`config.mk`:
```
export PLATFORM = sky130hd
export DESIGN_NAME = tmds_deserializer
export DESIGN_NICKNAME = d
export VERILOG_FILES = /design/src/rtl/tmds_pkg.sv /design/src/rtl/tmds_decode.sv /design/src/rtl/tmds_deserializer.sv
export SDC_FILE = /design/constraint.sdc
export NUM_CORES = 1
export LEC_CHECK = 0
export CAP_MARGIN = 20
export CORE_ASPECT_RATIO = 2
export CORE_MARGIN = 4
export CORE_UTILIZATION = 30
export CTS_BUF_LIST = sky130_fd_sc_hd__clkbuf_4 sky130_fd_sc_hd__clkbuf_8
export DETAILED_ROUTE_END_ITERATION = 7
export GPL_TIMING_DRIVEN = 0
export SLEW_MARGIN = 40
export SYNTH_ARGS = -nofsm -noshare
export SYNTH_HDL_FRONTEND = slang
export SYNTH_SLANG_ARGS = --single-unit
```
`constraint.sdc`:
```
create_clock -name clk_TMDS -period 3.8 [get_ports clk_TMDS]
set_input_delay 0.76 -clock clk_TMDS [delete_from_list [all_inputs] [get_ports clk_TMDS]]
set_output_delay 0.76 -clock clk_TMDS [all_outputs]
set_load 0.02 [all_outputs]
```
`src/rtl/tmds_pkg.sv`:
```
// rtl/tmds_pkg.sv - shared constants, FSM state type and token helper for the TMDS receive path
// Contents:
//   WORD_W            width of one TMDS character (10)
//   CTRL_TOKEN_00..11 the four control-period tokens, indexed by their {C1,C0} value
//   state_e           word-alignment FSM states
//   is_token()        1 when a 10-bit word equals any control token
package tmds_pkg;

    localparam int WORD_W = 10;

    localparam logic [WORD_W-1:0] CTRL_TOKEN_00 = 10'b1101010100;
    localparam logic [WORD_W-1:0] CTRL_TOKEN_01 = 10'b0010101011;
    localparam logic [WORD_W-1:0] CTRL_TOKEN_10 = 10'b0101010100;
    localparam logic [WORD_W-1:0] CTRL_TOKEN_11 = 10'b1010101011;

    typedef enum logic [1:0] {
        SEARCH  = 2'd0,
        CONFIRM = 2'd1,
        LOCKED  = 2'd2
    } state_e;

    function automatic logic is_token(input logic [WORD_W-1:0] w);
        return (w == CTRL_TOKEN_00) || (w == CTRL_TOKEN_01) ||
               (w == CTRL_TOKEN_10) || (w == CTRL_TOKEN_11);
    endfunction

endpackage

```
`src/rtl/tmds_decode.sv`:
```
// rtl/tmds_decode.sv - combinational TMDS 10b->8b data decode plus control-token decode
// Ports:
//   word_i  in  10  aligned TMDS character, bit 0 = first bit on the wire
//   data_o  out 8   decoded pixel byte (0 for control tokens)
//   ctrl_o  out 2   {C1,C0} for control tokens, 0 for data characters
//   de_o    out 1   1 = data character, 0 = control token
module tmds_decode
    import tmds_pkg::*;
(
    input  logic [WORD_W-1:0] word_i,
    output logic [7:0]        data_o,
    output logic [1:0]        ctrl_o,
    output logic              de_o
);

    logic [7:0] q;

    always_comb begin
        // bit 9 flags that the encoder inverted the payload
        q      = word_i[9] ? ~word_i[7:0] : word_i[7:0];
        data_o = 8'h00;
        ctrl_o = 2'b00;
        de_o   = 1'b1;
        data_o[0] = q[0];
        // bit 8 selects XOR (1) or XNOR (0) chaining in the encoder
        for (int i = 1; i < 8; i++) begin
            data_o[i] = word_i[8] ? (q[i] ^ q[i-1]) : ~(q[i] ^ q[i-1]);
        end
        case (word_i)
            CTRL_TOKEN_00: begin de_o = 1'b0; ctrl_o = 2'b00; data_o = 8'h00; end
            CTRL_TOKEN_01: begin de_o = 1'b0; ctrl_o = 2'b01; data_o = 8'h00; end
            CTRL_TOKEN_10: begin de_o = 1'b0; ctrl_o = 2'b10; data_o = 8'h00; end
            CTRL_TOKEN_11: begin de_o = 1'b0; ctrl_o = 2'b11; data_o = 8'h00; end
            default: ;
        endcase
    end

endmodule

```
`src/rtl/tmds_deserializer.sv`:
```
// rtl/tmds_deserializer.sv - TMDS lane deserializer with token-based word alignment and lock tracking
// Ports:
//   clk_TMDS    in  1   bit clock (10x pixel clock)
//   rst         in  1   asynchronous active-high reset
//   serial_in   in  1   serial bit, LSB of each word first
//   realign     in  1   pulse: drop lock and restart the boundary search
//   word        out 10  aligned word, word[0] = first bit received
//   word_valid  out 1   one-cycle strobe per emitted word (LOCKED only)
//   locked      out 1   high while the FSM is in LOCKED
//   data        out 8   decoded pixel byte      (TMDS_DECODE_EN, else 0)
//   ctrl        out 2   decoded {C1,C0}         (TMDS_DECODE_EN, else 0)
//   de          out 1   1 = data, 0 = control   (TMDS_DECODE_EN, else 0)
// Build option: define TMDS_DECODE_EN to build and register the 10b->8b decoder.
module tmds_deserializer
    import tmds_pkg::*;
#(
    parameter int LOCK_TOKENS   = 4,
    parameter int TIMEOUT_WORDS = 4096
) (
    input  logic              clk_TMDS,
    input  logic              rst,
    input  logic              serial_in,
    input  logic              realign,
    output logic [WORD_W-1:0] word,
    output logic              word_valid,
    output logic              locked,
    output logic [7:0]        data,
    output logic [1:0]        ctrl,
    output logic              de
);

    localparam int HITS_W = $clog2(LOCK_TOKENS + 1);
    localparam int TCNT_W = $clog2(TIMEOUT_WORDS + 1);
    localparam logic [HITS_W-1:0] HITS_LOCK = HITS_W'(LOCK_TOKENS);
    localparam logic [TCNT_W-1:0] TCNT_MAX  = TCNT_W'(TIMEOUT_WORDS);

    state_e              state_q, state_d;
    logic [WORD_W-1:0]   sr_q, sr_d;
    logic [3:0]          ph_q, ph_d;
    logic [HITS_W-1:0]   hits_q, hits_d, hits_inc;
    logic [TCNT_W-1:0]   tcnt_q, tcnt_d, tcnt_inc;
    logic [WORD_W-1:0]   word_q, word_d;
    logic                valid_q, valid_d;
    logic                tok, boundary, emit;

    assign tok      = is_token(sr_q);
    assign boundary = (ph_q == 4'd9);
    assign hits_inc = hits_q + 1'b1;
    // saturate so a long token-free run can never wrap back below the limit
    assign tcnt_inc = (tcnt_q == TCNT_MAX) ? tcnt_q : tcnt_q + 1'b1;

    always_ff @(posedge clk_TMDS or posedge rst) begin
        if (rst) state_q <= SEARCH;
        else     state_q <= state_d;
    end

    always_comb begin
        state_d = state_q;
        if (realign) begin
            state_d = SEARCH;
        end else begin
            case (state_q)
                SEARCH:  if (tok) state_d = CONFIRM;
                CONFIRM: if (boundary) begin
                             if (!tok)                  state_d = SEARCH;
                             else if (hits_inc == HITS_LOCK) state_d = LOCKED;
                         end
                LOCKED:  if (boundary && !tok && (tcnt_inc == TCNT_MAX)) state_d = SEARCH;
                default: state_d = SEARCH;
            endcase
        end
    end

    always_comb begin
        sr_d   = {serial_in, sr_q[WORD_W-1:1]};
        ph_d   = boundary ? 4'd0 : ph_q + 4'd1;
        hits_d = hits_q;
        tcnt_d = '0;
        // the lock-entry boundary is not emitted, nor is one that leaves LOCKED
        emit   = (state_q == LOCKED) && boundary && (state_d == LOCKED);
        if (!realign) begin
            case (state_q)
                SEARCH: begin
                    hits_d = tok ? HITS_W'(1) : '0;
                    if (tok) ph_d = 4'd0;   // the hit cycle itself is a boundary
                end
                CONFIRM: if (boundary) hits_d = tok ? hits_inc : '0;
                LOCKED: begin
                    hits_d = '0;
                    tcnt_d = tcnt_q;
                    if (boundary) tcnt_d = tok ? '0 : tcnt_inc;
                end
                default: hits_d = '0;
            endcase
        end else begin
            hits_d = '0;
        end
        if (state_d != LOCKED) tcnt_d = '0;
        valid_d = emit;
        word_d  = emit ? sr_q : word_q;
    end

    always_ff @(posedge clk_TMDS or posedge rst) begin
        if (rst) begin
            sr_q    <= '0;
            ph_q    <= '0;
            hits_q  <= '0;
            tcnt_q  <= '0;
            word_q  <= '0;
            valid_q <= 1'b0;
        end else begin
            sr_q    <= sr_d;
            ph_q    <= ph_d;
            hits_q  <= hits_d;
            tcnt_q  <= tcnt_d;
            word_q  <= word_d;
            valid_q <= valid_d;
        end
    end

    assign word       = word_q;
    assign word_valid = valid_q;
    assign locked     = (state_q == LOCKED);

`ifdef TMDS_DECODE_EN
    logic [7:0] dec_data, data_q;
    logic [1:0] dec_ctrl, ctrl_q;
    logic       dec_de,   de_q;

    tmds_decode u_decode (
        .word_i (sr_q),
        .data_o (dec_data),
        .ctrl_o (dec_ctrl),
        .de_o   (dec_de)
    );

    always_ff @(posedge clk_TMDS or posedge rst) begin
        if (rst) begin
            data_q <= '0;
            ctrl_q <= '0;
            de_q   <= 1'b0;
        end else if (emit) begin
            data_q <= dec_data;
            ctrl_q <= dec_ctrl;
            de_q   <= dec_de;
        end
    end

    assign data = data_q;
    assign ctrl = ctrl_q;
    assign de   = de_q;
`else
    assign data = 8'h00;
    assign ctrl = 2'b00;
    assign de   = 1'b0;
`endif

endmodule

```
==> results of run 1 <==
==> layer usage <==
| layer | GRT usage | up-vias | part of all wire | routed length, um |
|---|---|---|---|---|
| met5 | 0 | - | 0 | 0 |
| met1 | 0.131 | 976 | 0.36 | 2140 |
| li1 | - | 999 | - | - |
| met3 | 0.0263 | 9 | 0.040 | 237 |
| met4 | 0.0596 | 0 | 0.029 | 172 |
| met2 | 0.247 | 39 | 0.57 | 3320 |
==> kinds of logic after synthesis <==
family          Yosys count  synth area share
simple gates            121             0.265
compound gates           59             0.153
flops                    43             0.450
buf+inv                  32            0.0711
xor+xnor                  7            0.0256
fa+ha+maj                 4            0.0209
mux                       3            0.0131
other cells               1           0.00157
==> how the worst min path moves through the flow <==
stage,start,end,slack [ns],cells after the start
4_1_cts,sr_q[9],sr_q[8],0.39,0
6_report,sr_q[9],sr_q[8],0.40,0
3_3_place_gp,sr_q[9],sr_q[8],0.36,0
2_1_floorplan,sr_q[9],sr_q[8],0.35,0
5_1_grt,sr_q[9],sr_q[8],0.41,0
3_5_place_dp,sr_q[9],sr_q[8],0.38,0
==> state kept, by name (all words and copies together), names as in the netlist <==
| name | count |
|---|---|
| tcnt_q | 13 |
| sr_q | 10 |
| word | 10 |
| ph_q | 4 |
| hits_q | 3 |
| state_q | 2 |
| word_valid | 1 |
==> stage by stage <==
| stage | hold WS (ns) | setup slack (ns) | instances | util |
|---|---|---|---|---|
| global route | 0.405 | 0.599 | 396 | 0.368 |
| global placement | 0.364 | 0.779 | 388 | 0.351 |
| finish | 0.400 | 0.737 | 396 | 0.368 |
| detailed placement | 0.377 | 0.765 | 389 | 0.356 |
| floorplan | 0.353 | 1.50 | 280 | - |
| CTS | 0.394 | 0.746 | 396 | 0.368 |
==> worst reg2reg max path: cells and delay by family (launching register included) <==
family / cells / cell delay (ns)
simple gates: 3 / 0.69
buf+inv: 1 / 0.28
mux: 1 / 0.25
compound gates: 3 / 0.86
fa+ha+maj: 1 / 0.38
flops: 1 / 0.50
==> power breakdown <==
part | internal (W) | switching, W
clock | 0.000143 | 0.000157
sequential | 0.000477 | 0.0000200
combinational | 0.0000385 | 0.0000510
total | 0.000658 | 0.000228
==> cell type report <==
| type | instances | area (um^2) |
|---|---|---|
| tap | 94 | 118 |
| inverter | 8 | 32.5 |
| clock inverter | 1 | 5.00 |
| multi-input combinational | 205 | 1200 |
| clock buffer | 6 | 82.6 |
| timing repair buffer | 15 | 168 |
| sequential | 43 | 1080 |
| fill | 832 | 4840 |
| buffer | 24 | 140 |
==> synthesized netlist by cell type, drive strengths merged, types with 2 or more instances <==
cell	number
dfrtp	43
nand2	35
nor2	24
a21oi	18
buf	16
nand3	15
o21ai	15
nor3	12
o211ai	10
clkbuf	8
inv	8
nor3b	5
xnor2	5
a31oi	4
ha	4
nand4	4
nor4	4
a22oi	3
and3	3
nand2b	3
mux2i	2
nand3b	2
nand4b	2
nand4bb	2
nor4b	2
or3b	2
xor2	2
==> metrics.csv, run 1 <==
metric,value,unit
status,"finished, final reports clean",
largest net degree at the start of global routing,44,
Worst Setup End Kind,flop,
Max Fclk,326,MHz
"most common cell after layout, fill and taps aside",dfrtp_1,
vias per cell,5.11,
minimum clock period,3.06,ns
Clk Tree Root Cell,clkbuf_8,
final setup fails,0,
Clock Skew,0.00584,ns
H-tree depth,2,
Post-Synthesis Cells,270,
Area Overhead vs Synth,17.9,%
Final ANT Viol Nets,0,
via count,2023,
max cap viols,0,
post_cts resized,0,
Clock Latency Late Sink,0.30,ns
CP Capture Point,tcnt_q[12],
reg2reg start,tcnt_q[1],
leading area contributor after synthesis,dfrtp_1,
wire length per cell,14.8,um
Worst path depth,9,
GRT Residual Overflow,0,
DRC viols,0,
post-synthesis sequential area ratio,0.450,
Starting Density,0.312,
share of layout cells above drive strength 1,0.116,
ranking of synthesized cells by area,"dfrtp_1 (45%), nand2_1 (5.3%), a21oi_1 (3.8%), buf_4 (3.8%), nor2_1 (3.8%)",
Antenna Cells,0,
RSZ-0062 raised after global routing,false,
dpl cell area,0.00273,mm^2
most frequent cells in the layout,"dfrtp_1 (43), nand2_1 (34), nor2_1 (24), a21oi_1 (18)",
"Buf+Inv Stages, Crit Path",1,
Fin. Hold Viols,0,
Final GP Congestion,0.832,
Post-synth ARST share,1.00,
Max Root-Sink Buffers,2,
final cycle utilization of the critical path,0.806,
CP top delay family,compound AO/OA/AOI/OAI gates,
DR iter-0 viols,51,
WP data required,3.99,ns
crit path max-delay cell type,dfrtp_1,
CP max FO,10,
worst path cell trace,ha_1 > nand4_2 > nor2_1 > mux2i_1 > a31o_1 > o2111ai_1 > a21boi_2 > buf_4 > nor2_1,
"Slew Viols, Final",0,
area of the die,0.00955,mm^2
crit path kind,flop to flop,
Top Ports,27,
Tot GR Track Use,0.130,
Leak,1.14,nW
Die W,71.1,um
CTS Buf Count,5,
PortBufs,14,
#FFs+latches synth,43,
mean post-synth cell area,8.86,um^2
cts hold-fix bufs,0,
row cnt,45,
Post-synth EDFFs,0,
drt total wl,5870,um
arrival time at the worst endpoint,3.26,ns
FF-to-FF path depth,9,
post-detail-place hpwl,4470,um
prevailing post-synth register cell,dfrtp_1,
Max-slew headroom,0.510,
"Reg clk slew, reported paths",0.08,ns
antenna violations before repair,0,
slew at the pin with the worst max-slew slack,0.728,ns
first-pass GRT wire length,9730,um
setup TNS,0,ns
"Setup Fix Bufs, Post-CTS",0,
R2R Path End,tcnt_q[12],
Yosys Warn Count,0,
Sink Count,43,
post-layout instance area,0.00282,mm^2
Worst setup SP type,flop,
FF-to-FF setup slack,0.74,ns
Critical Path Start,tcnt_q[1],
fin nets,310,
Core Area,0.00766,mm^2
"Power, Total",0.000886,W
die height,134,um
CTS tree,yes,
worst min path class,flop to flop,
drt pass-1 iters,4,
vias in the first global route,1996,
PD cells,314,mW/mm^2
max incr delay on CP,0.50,ns
Worst VDD drop,0.000208,V
"Cell Area, Synth",0.00239,mm^2
"most used cell, CP",nor2_1,
Synth cell types,49,
area share of the largest cell type after synthesis,0.450,
Power figures use the tool's default switching activity.
==> run 2, diff against run 1 <==
clock period = 2.8 ns   (was 3.8 ns; I/O delays follow)
==> run 2 against run 1 <==
Against the previous run:
- critical path depth unchanged
- clock power up 35%
- sequential cell count unchanged
- critical endpoint unchanged
- highest routed layer unchanged
==> metrics.csv, run 2 (same netlist as run 1, synthesis figures left out) <==
metric,value,unit,change
Top Ports,27,,unchanged
"most common cell after layout, fill and taps aside",dfrtp_1,,
first-pass GRT wire length,9690,um,-0.36%
Layout Cells excl Fill,397,,+0.25%
Clock Latency Late Sink,0.30,ns,about the same
Final ANT Viol Nets,0,,unchanged
"Power, Total",0.00120,W,+36%
Final GP Congestion,0.832,,unchanged
reg2reg start,tcnt_q[1],,
die height,134,um,unchanged
antenna violations before repair,0,,unchanged
most frequent cells in the layout,"dfrtp_1 (43), nand2_1 (34), nor2_1 (23), a21oi_1 (18)",,
worst min path class,flop to flop,,
GRT Residual Overflow,0,,unchanged
Worst setup SP type,flop,,
H-tree depth,2,,unchanged
area of the die,0.00955,mm^2,unchanged
max FFs per register,13,,unchanged
"Slew Viols, Final",0,,unchanged
Clock Skew,0.00421,ns,-0.00163 ns
"Reg clk slew, reported paths",0.08,ns,about the same
wire length per cell,14.9,um,+0.33%
CP Capture Point,tcnt_q[12],,
status,"finished, final reports clean",,
Max-slew headroom,0.510,,about the same
crit path kind,flop to flop,,
cts hold-fix bufs,0,,unchanged
CP max FO,10,,unchanged
RSZ-0062 raised after global routing,false,,
Max Fclk,388,MHz,+19%
R2R Path End,tcnt_q[12],,
worst hold slack,0.403,ns,+0.00311 ns
arrival time at the worst endpoint,2.77,ns,-0.49 ns
vias in the first global route,1995,,-0.050%
Antenna Cells,0,,unchanged
Worst Setup End Kind,flop,,
PortBufs,14,,unchanged
via count,2026,,+0.15%
Sink Count,43,,unchanged
final setup fails,0,,unchanged
Critical Path Start,tcnt_q[1],,
max cap viols,0,,unchanged
WP data required,2.99,ns,-1.00 ns
fillcell total,827,,-0.60%
Fin. Hold Viols,0,,unchanged
Worst VDD drop,0.000284,V,+36%
Leak,1.14,nW,+0.58%
DRC viols,0,,unchanged
Die W,71.1,um,unchanged
final cycle utilization of the critical path,0.921,,+0.115
Max Root-Sink Buffers,2,,unchanged
FF-to-FF setup slack,0.22,ns,-0.51 ns
fin nets,311,,+0.32%
drt total wl,5900,um,+0.58%
Inst Count DP,389,,unchanged
Core Area,0.00766,mm^2,unchanged
row cnt,45,,unchanged
drt pass-1 iters,4,,unchanged
DR iter-0 viols,50,,-2.0%
CTS tree,yes,,
slew at the pin with the worst max-slew slack,0.728,ns,-0.0000623 ns
Area Overhead vs Synth,19.0,%,
share of layout cells above drive strength 1,0.139,,+0.0227
post-detail-place hpwl,4470,um,unchanged
PD cells,422,mW/mm^2,+34%
Clk Tree Root Cell,clkbuf_8,,
largest net degree at the start of global routing,44,,unchanged
Largest Register,tcnt_q,,
minimum clock period,2.58,ns,-0.485 ns
Tot GR Track Use,0.130,,-0.000611
Starting Density,0.312,,unchanged
FF-to-FF path depth,9,,unchanged
CTS Buf Count,5,,unchanged
vias per cell,5.10,,-0.10%
run 2: power by group:
| part | leakage (nW) | internal, W | switching [W] |
|---|---|---|---|
| Combinational | 0.527 | 0.0000524 | 0.0000696 |
| Clock | 0.0470 | 0.000194 | 0.000212 |
| Sequential | 0.570 | 0.000648 | 0.0000274 |
run 2: critical path, stage by stage (launching register included):
cell and delay (ns):
dfrtp_1 0.50, ha_2 0.33, nand4_2 0.20, nor4b_2 0.41
xnor2_1 0.11, nor3_1 0.23, o2111ai_2 0.19, a21boi_2 0.20
buf_4 0.21, nor2_1 0.07
run 2: what timing repair did:
| action | CTS | global route |
|---|---|---|
| endpoints found under the setup margin | 24 | 25 |
| pin swaps | 1 | 0 |
| gates resized for setup | 2 | 4 |
| buffers inserted | 1 | 0 |
run 2: worst min path at each step:
| stage | start | depth (start not counted) | slack (ns) | to |
|---|---|---|---|---|
| 3_5_place_dp | sr_q[9] | 0 | 0.38 | sr_q[8] |
| 6_report | sr_q[9] | 0 | 0.40 | sr_q[8] |
| 5_1_grt | sr_q[9] | 0 | 0.41 | sr_q[8] |
| 4_1_cts | sr_q[9] | 0 | 0.39 | sr_q[8] |
| 2_1_floorplan | sr_q[9] | 0 | 0.35 | sr_q[8] |
| 3_3_place_gp | sr_q[9] | 0 | 0.36 | sr_q[8] |
run 2: layout make-up:
class	count	area, um^2	share of cell area
inverter	8	32.5	0.0114
clock buffer	6	82.6	0.0290
clock inverter	1	5.00	0.00176
multi-input combinational	205	1220	0.427
buffer	24	143	0.0501
timing repair buffer	16	175	0.0615
tap	94	118	0.0413
sequential	43	1080	0.378
run 2: stage by stage:
stage	TNS (ns)	setup slack (ns)	area [um^2]	util
after floorplan	0	0.500	2430	-
after global placement	-2.54	-0.221	2690	0.351
after detailed placement	-2.50	-0.235	2730	0.356
after CTS	0	0.00809	2830	0.369
after global routing	0	0.0678	2850	0.372
final	0	0.222	2850	0.372
run 2: per-layer routing:
layer / up-vias / track usage / wire (um)
li1: 1001 / - / -
met1: 982 / 0.131 / 2210
met2: 33 / 0.243 / 3320
met3: 10 / 0.0263 / 193
met4: 0 / 0.0638 / 187
met5: - / 0 / 0
